**src/rtl/pipeline_ctrl.sv**
```systemverilog
// Stall/flush/halt sequencer for the 5-stage pipeline: merges load-use, MDU occupancy,
// data-memory wait and taken-branch conditions into per-stage controls, plus drain/halt.
//
// state    | meaning
// RUN      | normal issue; hazards resolved per cycle
// MDU_BUSY | multiply/divide occupying EX, front end and EX held
// DRAIN    | halt requested, fetch squashed until the pipe empties
// HALTED   | pipeline idle, waiting for halt_req_i to drop
module pipeline_ctrl #(
  parameter int MDU_CYCLES   = 32,
  parameter int DRAIN_CYCLES = 4,
  parameter int CNT_W        = 16
) (
  input  logic             clk_i,
  input  logic             rst_i,
  input  logic             ID_EX_MemRead_i,
  input  logic [4:0]       ID_EX_RegisterRt_i,
  input  logic [4:0]       IF_ID_RS_i,
  input  logic [4:0]       IF_ID_RT_i,
  input  logic             branch_taken_i,
  input  logic             mdu_start_i,
  input  logic             dmem_req_i,
  input  logic             dmem_ack_i,
  input  logic             halt_req_i,
  output logic             pc_write_o,
  output logic             if_id_write_o,
  output logic             id_ex_write_o,
  output logic             ex_mem_write_o,
  output logic             mem_wb_write_o,
  output logic             if_id_flush_o,
  output logic             ctrl_sel_o,
  output logic             ex_bubble_o,
  output logic             halted_o,
  output logic [CNT_W-1:0] stall_cnt_o
);

  localparam int MW = (MDU_CYCLES > 2) ? $clog2(MDU_CYCLES) : 1;
  localparam int DW = (DRAIN_CYCLES > 1) ? $clog2(DRAIN_CYCLES) : 1;

  typedef enum logic [1:0] {RUN, MDU_BUSY, DRAIN, HALTED} state_t;

  state_t           state_q, state_d;
  logic [MW-1:0]    mdu_cnt_q, mdu_cnt_d;
  logic [DW-1:0]    drain_cnt_q, drain_cnt_d;
  logic [CNT_W-1:0] stall_cnt_q, stall_cnt_d;

  logic load_use, mem_freeze, mdu_stall, advancing;

  assign load_use   = ID_EX_MemRead_i && (ID_EX_RegisterRt_i != 5'd0) &&
                      ((ID_EX_RegisterRt_i == IF_ID_RS_i) || (ID_EX_RegisterRt_i == IF_ID_RT_i));
  assign mem_freeze = dmem_req_i && !dmem_ack_i;
  assign mdu_stall  = (state_q == MDU_BUSY) || ((state_q == RUN) && mdu_start_i);

  // Priority-ordered stage controls; the first matching condition wins.
  always_comb begin
    pc_write_o     = 1'b1;
    if_id_write_o  = 1'b1;
    id_ex_write_o  = 1'b1;
    ex_mem_write_o = 1'b1;
    mem_wb_write_o = 1'b1;
    if_id_flush_o  = 1'b0;
    ctrl_sel_o     = 1'b1;
    ex_bubble_o    = 1'b0;
    advancing      = 1'b1;
    if (mem_freeze) begin
      pc_write_o     = 1'b0;
      if_id_write_o  = 1'b0;
      id_ex_write_o  = 1'b0;
      ex_mem_write_o = 1'b0;
      mem_wb_write_o = 1'b0;
      advancing      = 1'b0;
    end else if (mdu_stall) begin
      pc_write_o    = 1'b0;
      if_id_write_o = 1'b0;
      id_ex_write_o = 1'b0;
      ex_bubble_o   = 1'b1;
      advancing     = 1'b0;
    end else if (load_use && ((state_q == RUN) || (state_q == DRAIN))) begin
      pc_write_o    = 1'b0;
      if_id_write_o = 1'b0;
      ctrl_sel_o    = 1'b0;
      advancing     = 1'b0;
    end else if (state_q == DRAIN) begin
      if_id_flush_o = 1'b1;
      pc_write_o    = branch_taken_i;
    end else if (state_q == HALTED) begin
      pc_write_o    = 1'b0;
      if_id_flush_o = 1'b1;
    end else if (branch_taken_i && (state_q == RUN)) begin
      if_id_flush_o = 1'b1;
    end
  end

  always_comb begin
    state_d     = state_q;
    mdu_cnt_d   = mdu_cnt_q;
    drain_cnt_d = drain_cnt_q;
    stall_cnt_d = stall_cnt_q;
    unique case (state_q)
      RUN: begin
        if (mdu_start_i) begin
          state_d   = MDU_BUSY;
          mdu_cnt_d = MW'(MDU_CYCLES - 1);
        end else if (halt_req_i && advancing) begin
          state_d     = DRAIN;
          drain_cnt_d = DW'(DRAIN_CYCLES - 1);
        end
      end
      MDU_BUSY: begin
        // The MDU keeps running through memory freezes, so count unconditionally.
        if (mdu_cnt_q == MW'(1)) begin
          state_d   = RUN;
          mdu_cnt_d = '0;
        end else begin
          mdu_cnt_d = mdu_cnt_q - MW'(1);
        end
      end
      DRAIN: begin
        if (advancing) begin
          if (drain_cnt_q == '0) state_d = HALTED;
          else drain_cnt_d = drain_cnt_q - DW'(1);
        end
      end
      HALTED: begin
        if (!halt_req_i) state_d = RUN;
      end
      default: state_d = RUN;
    endcase
    if (((state_q == RUN) || (state_q == MDU_BUSY)) && !pc_write_o && (stall_cnt_q != '1))
      stall_cnt_d = stall_cnt_q + CNT_W'(1);
  end

  always_ff @(posedge clk_i or posedge rst_i) begin
    if (rst_i) begin
      state_q     <= RUN;
      mdu_cnt_q   <= '0;
      drain_cnt_q <= '0;
      stall_cnt_q <= '0;
    end else begin
      state_q     <= state_d;
      mdu_cnt_q   <= mdu_cnt_d;
      drain_cnt_q <= drain_cnt_d;
      stall_cnt_q <= stall_cnt_d;
    end
  end

  assign halted_o    = (state_q == HALTED);
  assign stall_cnt_o = stall_cnt_q;

endmodule

```
**config.mk**
```make
export PLATFORM = sky130hd
export DESIGN_NAME = pipeline_ctrl
export DESIGN_NICKNAME = d
export VERILOG_FILES = /design/src/rtl/pipeline_ctrl.sv
export SDC_FILE = /design/constraint.sdc
export NUM_CORES = 1
export LEC_CHECK = 0
export BUFFER_PORTS_ARGS = -buffer_cell sky130_fd_sc_hd__buf_2
export CAP_MARGIN = 20
export CORE_MARGIN = 2
export CORE_UTILIZATION = 50
export DETAILED_ROUTE_END_ITERATION = 8
export PLACE_DENSITY = 0.79
export SYNTH_ARGS = -nofsm -noshare
export SYNTH_HDL_FRONTEND = slang
export SYNTH_SLANG_ARGS = --single-unit
```
**constraint.sdc**
```tcl
create_clock -name clk_i -period 6.05 [get_ports clk_i]
set_clock_uncertainty 0.05 [all_clocks]
set_input_delay 1.21 -clock clk_i [delete_from_list [all_inputs] [get_ports clk_i]]
set_output_delay 1.21 -clock clk_i [all_outputs]
set_load 0.01 [all_outputs]
```
# After elaboration in Yosys (flattened, before gate mapping)
# Cells that the tools add are included.
[op_classes] mux=36 reduce_logical=23 eq_ne=16 n_addsub=3
[ops] cell="$mux W1" n=21
[ops] cell="$mux W2" n=10
[ops] cell="$add A16 B1 Y16 const B" n=1
[ops] cell="$ne A16 B16 Y1 const B" n=1
[ops] cell="$ne A2 B2 Y1 const B" n=6
[ops] cell="$eq A5 B5 Y1" n=2
[ops] cell="$mux W5" n=2
[ops] cell="$pmux W5 S2" n=1
[ops] cell="$reduce_and A5 Y1" n=2
[ops] cell="$logic_and A1 B1 Y1" n=9
[ops] cell="$pmux W2 S4" n=1
[ops] cell="$eq A5 B1 Y1 const B" n=1
[ops] cell="$reduce_bool A5 Y1" n=1
[ops] cell="$sub A5 B1 Y5 const B" n=1
[ops] cell="$eq A2 B2 Y1 const B" n=2
[ops] cell="$logic_not A2 Y1" n=2
[ops] cell="$logic_or A1 B1 Y1" n=4
[ops] cell="$ne A2 B1 Y1 const B" n=2
[ops] cell="$pmux W2 S2" n=1
[ops] cell="$reduce_bool A2 Y1" n=2
[ops] cell="$ne A3 B2 Y1 const B" n=1
[ops] cell="$eq A2 B1 Y1 const B" n=1
[ops] cell="$logic_not A1 Y1" n=2
[ops] cell="$reduce_and A2 Y1" n=1
[ops] cell="$sub A2 B1 Y2 const B" n=1
[word_totals] register_bits=25 inputBits=23 word_cells=82

# Logic depth before layout (Yosys ltp)
[logic_depth] ltp_word=11 ltp_mapped=8 depth_no_buf=7

# Worst setup path after synthesis
# Ideal clock, no wire load.
[synth_timing] path_type="input -> output" startpoint="in ID_EX_RegisterRt_i[0]" endpoint="out if_id_flush_o" slack_ps=2549 arrival_ps=2241 required_time_ps=4790 stages=5 cell_sequence="or3_1 -> o311a_1 -> clkinv_2 -> o21ai_4 -> a21oi_1"
[synth_between] elab_chain_cells=7 word_cells_on_any_way=10 classes_between="eq/ne (2); mux (3); reduce/logical (5)"
[synth_lines] element="from (decl)" line="17" source="input logic [4:0] ID_EX_RegisterRt_i,"
[synth_lines] element="$eq A5 B5 Y1 / $reduce_bool A5 Y1 (equally long branches)" line="50, 49"
[synth_lines] element="$logic_or A1 B1 Y1 / $logic_and A1 B1 Y1 (equally long branches)" line="50, 49"
[synth_lines] element="$logic_and A1 B1 Y1 (*)" line="49" source="assign load_use = ID_EX_MemRead_i && (ID_EX_RegisterRt_i != 5'd0) &&"
[synth_lines] element="$logic_and A1 B1 Y1 (*)" line="78" source="end else if (load_use && ((state_q == RUN) || (state_q == DRAIN))) begin"
[synth_lines] element="$mux W1 (*)" line="78"
[synth_lines] element="$mux W1 (*)" line="72" source="end else if (mdu_stall) begin"
[synth_lines] element="$mux W1 (*)" line="65" source="if (mem_freeze) begin"
[synth_lines] element="to (decl)" line="30" source="output logic if_id_flush_o,"
# Every way passes the cells marked *; elsewhere a longest branch is shown, timed or not.

# Final worst setup path
[layout_timing] startpoint="in ID_EX_RegisterRt_i[2]" endpoint="out ctrl_sel_o"
[layout_between] elab_chain_cells=7 word_cells_on_any_way=10 classes_between="eq/ne (2); mux (3); reduce/logical (5)"
[layout_lines] element="$eq A5 B5 Y1 / $reduce_bool A5 Y1 (equally long branches)" line="50, 49"
[layout_lines] element="$logic_or A1 B1 Y1 / $logic_and A1 B1 Y1 (equally long branches)" line="50, 49"
[layout_lines] element="$logic_and A1 B1 Y1 (*)" line="49"
[layout_lines] element="$logic_and A1 B1 Y1 (*)" line="78"
[layout_lines] element="$mux W1 (*)" line="78"
[layout_lines] element="$mux W1 (*)" line="72"
[layout_lines] element="$mux W1 (*)" line="65"
[layout_lines] element="to (decl)" line="31" source="output logic ctrl_sel_o,"
# Marked as above.

==> summary.md <==
| Metric | Value |
|---|---|
| Outcome | `finished clean` |
| Number of enable flip-flop cells after synthesis | `0` |
| Worst hold path type | `register to register` |
| Required time worst endpoint | `4.79 ns` |
| Slew margin rel. | `37.1%` |
| First-pass GRT wire length | `5.62 mm` |
| First-iteration detailed-routing DRC count | `61` |
| Simple-gate share of the synthesized area | `between 10% and 20%` |
| Pwr dens | `344 mW/mm^2` |
| Leakage | `0.872 nW` |
| Crit. End Element | `primary output` |
| Resize count post-CTS | `0` |
| Area of the multi-input gates | `778 um^2` |
| Filler Cell Count | `250` |
| Synth area leader | `dfrtp_1` |
| Async set-reset flop share out of synthesis | `100%` |
| Top Family by Delay on Critical Path | `simple AND/OR/NAND/NOR gates` |
| Switching Power | `0.248 mW` |
| Layout cells sized above 1 | `30.7%` |
| Num Clock Sinks | `25` |
| Mapped Nets | `180` |
| Min Tclk post-route | `3.79 ns` |
| Syn Area/Cell | `9.68 um^2` |
| Most frequent cells in the layout | `47 x buf_2, 25 x dfrtp_1, 14 x xnor2_1, 13 x inv_1, 12 x nand2_1` |
| Worst path max stage delay | `~0.47 ns` |
| Max-cap viol count | `0` |
| Period utilization | `62.7%` |
| Clock slew at reported path FFs | `around 0.14 ns` |
| Total number of vias | `approximately 1,300` |
| ANT cells | `0` |
| CTS buffer count | `3` |
| Die ar. | `roughly 0.0034 mm^2` |
| Bufs and invs on worst path | `2` |
| I/O Buffers | `47` |
| Initial antenna violation count | `0` |
| Synth Area in XOR/XNOR | `14.8%` |
| CTS tree | `done` |
| Slowest CP cell | `or3_2` |
| Storage cell area | `626 um^2` |
| Commonest non-fill, non-tap cell in the layout | `buf_2` |
| Max-slew violations | `0` |
| Flops & latches, synth | `25` |
| Largest family of logic cells by synthesized area | `simple AND/OR/NAND/NOR gates` |
| Starting density of the core | `53.3%` |
| DR pass1 iterations | `4` |
| Hold path start | `stall_cnt_o[14]` |
| Vias in the first global route | `1,239` |
| Max Freq | `264 MHz` |
| Post-route DRC violation count | `0` |
| WHS Endpoint | `stall_cnt_o[14]` |
| Post-Synth Adder-Cell Area | `3.38%` |
| Clk buf depth | `2` |
| Compound-Gate Fraction of Synth Area | `11.6%` |
| Sw frac | `40.9%` |
| Critical path fanouts, max | `4` |
| Reg2reg setup slack | `~3.6 ns` |
| Multiplexer share of the synthesized area | `3.46%` |
| Slew @ Worst Pin | `0.942 ns` |
| Crit-path cells | `buf_2 > xor2_1 > nor3_1 > a22oi_2 > or3_2 > buf_2` |
| Setup bufs post-CTS | `0` |
| Syn Inst Count | `153` |
| Hold Buf Count CTS | `0` |
| Setup tns final | `0 ns` |
| Row cnt | `19` |
| Chip Width | `58.4 um` |
| Clk pwr share | `12.6%` |
| Congestion Overflow GR | `0` |
| Primary FF master, synth | `dfrtp_1` |
| Avg Vias per Cell | `5.57` |
| Post-DRT Antenna Nets | `0` |
| Area contributors post-synth | `dfrtp_1 42%, xnor2_1 8.3%, xor2_1 6.5%, nand4_1 4.6%, ha_1 3.4%` |
| FF-to-FF path depth | `5` |
| Count of cell types in the netlist | `42` |
| Seq pwr share | `about 46%` |
| Max IR drop VDD | `between 0.2 and 0.3 mV` |
| Gpl congestion | `0.832` |
| Tot Pwr | `0.606 mW` |
| WHS | `0.452 ns` |
| DP Area | `between 0.0015 and 0.002 mm^2` |
| Syn-to-layout area delta | `18.9%` |
| I/O pin total | `between 40 and 50` |
| Root buffer cell | `clkbuf_4` |
| Worst Hold Depth | `1` |
| Met2 wire len | `1.73 mm` |
| CP Class | `primary input to primary output` |
| Post-Syn Area | `0.00148 mm^2` |
| Pin count of the biggest net entering global routing | `26` |
| Post-DP HPWL | `roughly 2.5 mm` |
| DR top layer | `met4` |
| Critical path's most frequent cell | `buf_2` |
| P_int | `0.358 mW` |
| R2r endpoint | `stall_cnt_o[1]` |
| RSZ-0062 raised after global routing | `no` |
| Origin of the critical flop-to-flop path | `stall_cnt_o[0]` |
| Design Area, Final | `approximately 0.0018 mm^2` |
| Clk_lat worst skew | `0.31 ns` |
| Combinational power share | `41.2%` |
| WP depth | `6` |
| Core Box Area | `0.00278 mm^2` |
| Die height | `58.4 um` |
| Total track usage | `21.0%` |
| Warnings, synthesis | `0` |
| Seq/Total Area, Yosys | `between 40% and 50%` |
| DRT met1 WL | `1.35 mm` |
| Final hold violations | `0` |
| H-Tree Depth | `1` |
| Final setup viols | `0` |
| Worst EP arrival | `2.53 ns` |
| Routed wire length | `3.26 mm` |
| WL/cell | `14.2 um` |
| Wire length on met3 | `166 um` |
| Synth top area share | `42.2%` |
| Startpoint Class | `primary input` |
| Final #Nets | `227` |
[worst max path at each step]
stage                     startpoint             to
2_1_floorplan  ID_EX_RegisterRt_i[0]  if_id_flush_o
4_1_cts        ID_EX_RegisterRt_i[2]     ctrl_sel_o
3_5_place_dp   ID_EX_RegisterRt_i[2]     ctrl_sel_o
6_report       ID_EX_RegisterRt_i[2]     ctrl_sel_o
5_1_grt        ID_EX_RegisterRt_i[1]     ctrl_sel_o
3_3_place_gp   ID_EX_RegisterRt_i[2]     ctrl_sel_o
[metrics by stage]
stage                     instances  worst slack, ns  utilization, %
after floorplan                 153             2.55               -
after global placement          226             2.32            62.3
after detailed placement        226             2.26            62.3
after CTS                       230             2.26            63.3
after global routing            230             2.19            63.3
final                           230             2.26            63.3
[power groups by stage]
| stage | clock network [mW] | registers [mW] | logic (mW) |
|---|---|---|---|
| after detailed placement | 0 | 0.283 | 0.252 |
| after CTS | 0.0779 | 0.280 | 0.252 |
| after floorplan | 0 | 0.275 | 0.176 |
| final | 0.0763 | 0.280 | 0.250 |
| after global placement | 0 | 0.278 | 0.239 |
| after global routing | 0.0862 | 0.290 | 0.282 |
[Yosys cell counts, types with 2 or more instances]
library cell	number
a21oi_1	4
and3_1	4
clkbuf_1	3
dfrtp_1	25
ha_1	4
inv_1	13
mux2_4	2
nand2_1	12
nand3_1	4
nand4_1	11
nor2_1	10
nor3_1	3
o21ai_0	5
or3_1	2
xnor2_1	14
xor2_1	11
[layer usage]
layer,up-vias,GRT usage (%)
li1,626,-
met1,614,26.2
met2,39,39.0
met3,2,3.08
met4,0,3.32
met5,-,0
[layout make-up]
type | instances | area share, %
Clock inverter | 1 | 0.426
Sequential cell | 25 | 35.5
Multi-Input combinational cell | 109 | 44.2
Clock buffer | 3 | 1.28
Inverter | 14 | 3.05
Timing Repair Buffer | 47 | 13.4
Tap cell | 31 | 2.20
[flip-flops by register name, indices dropped and copies added (netlist names)]
register	count
state_q	2
stall_cnt_o	16
drain_cnt_q	2
mdu_cnt_q	5
[kinds of logic after synthesis]
family,after synthesis
AND/OR/NAND/NOR,54
XOR/XNOR,25
flip-flops,25
AO/OA/AOI/OAI,22
buffers and inverters,19
multiplexers,4
adder cells (fa/ha/maj),4
(Power assumes the default switching activity.)
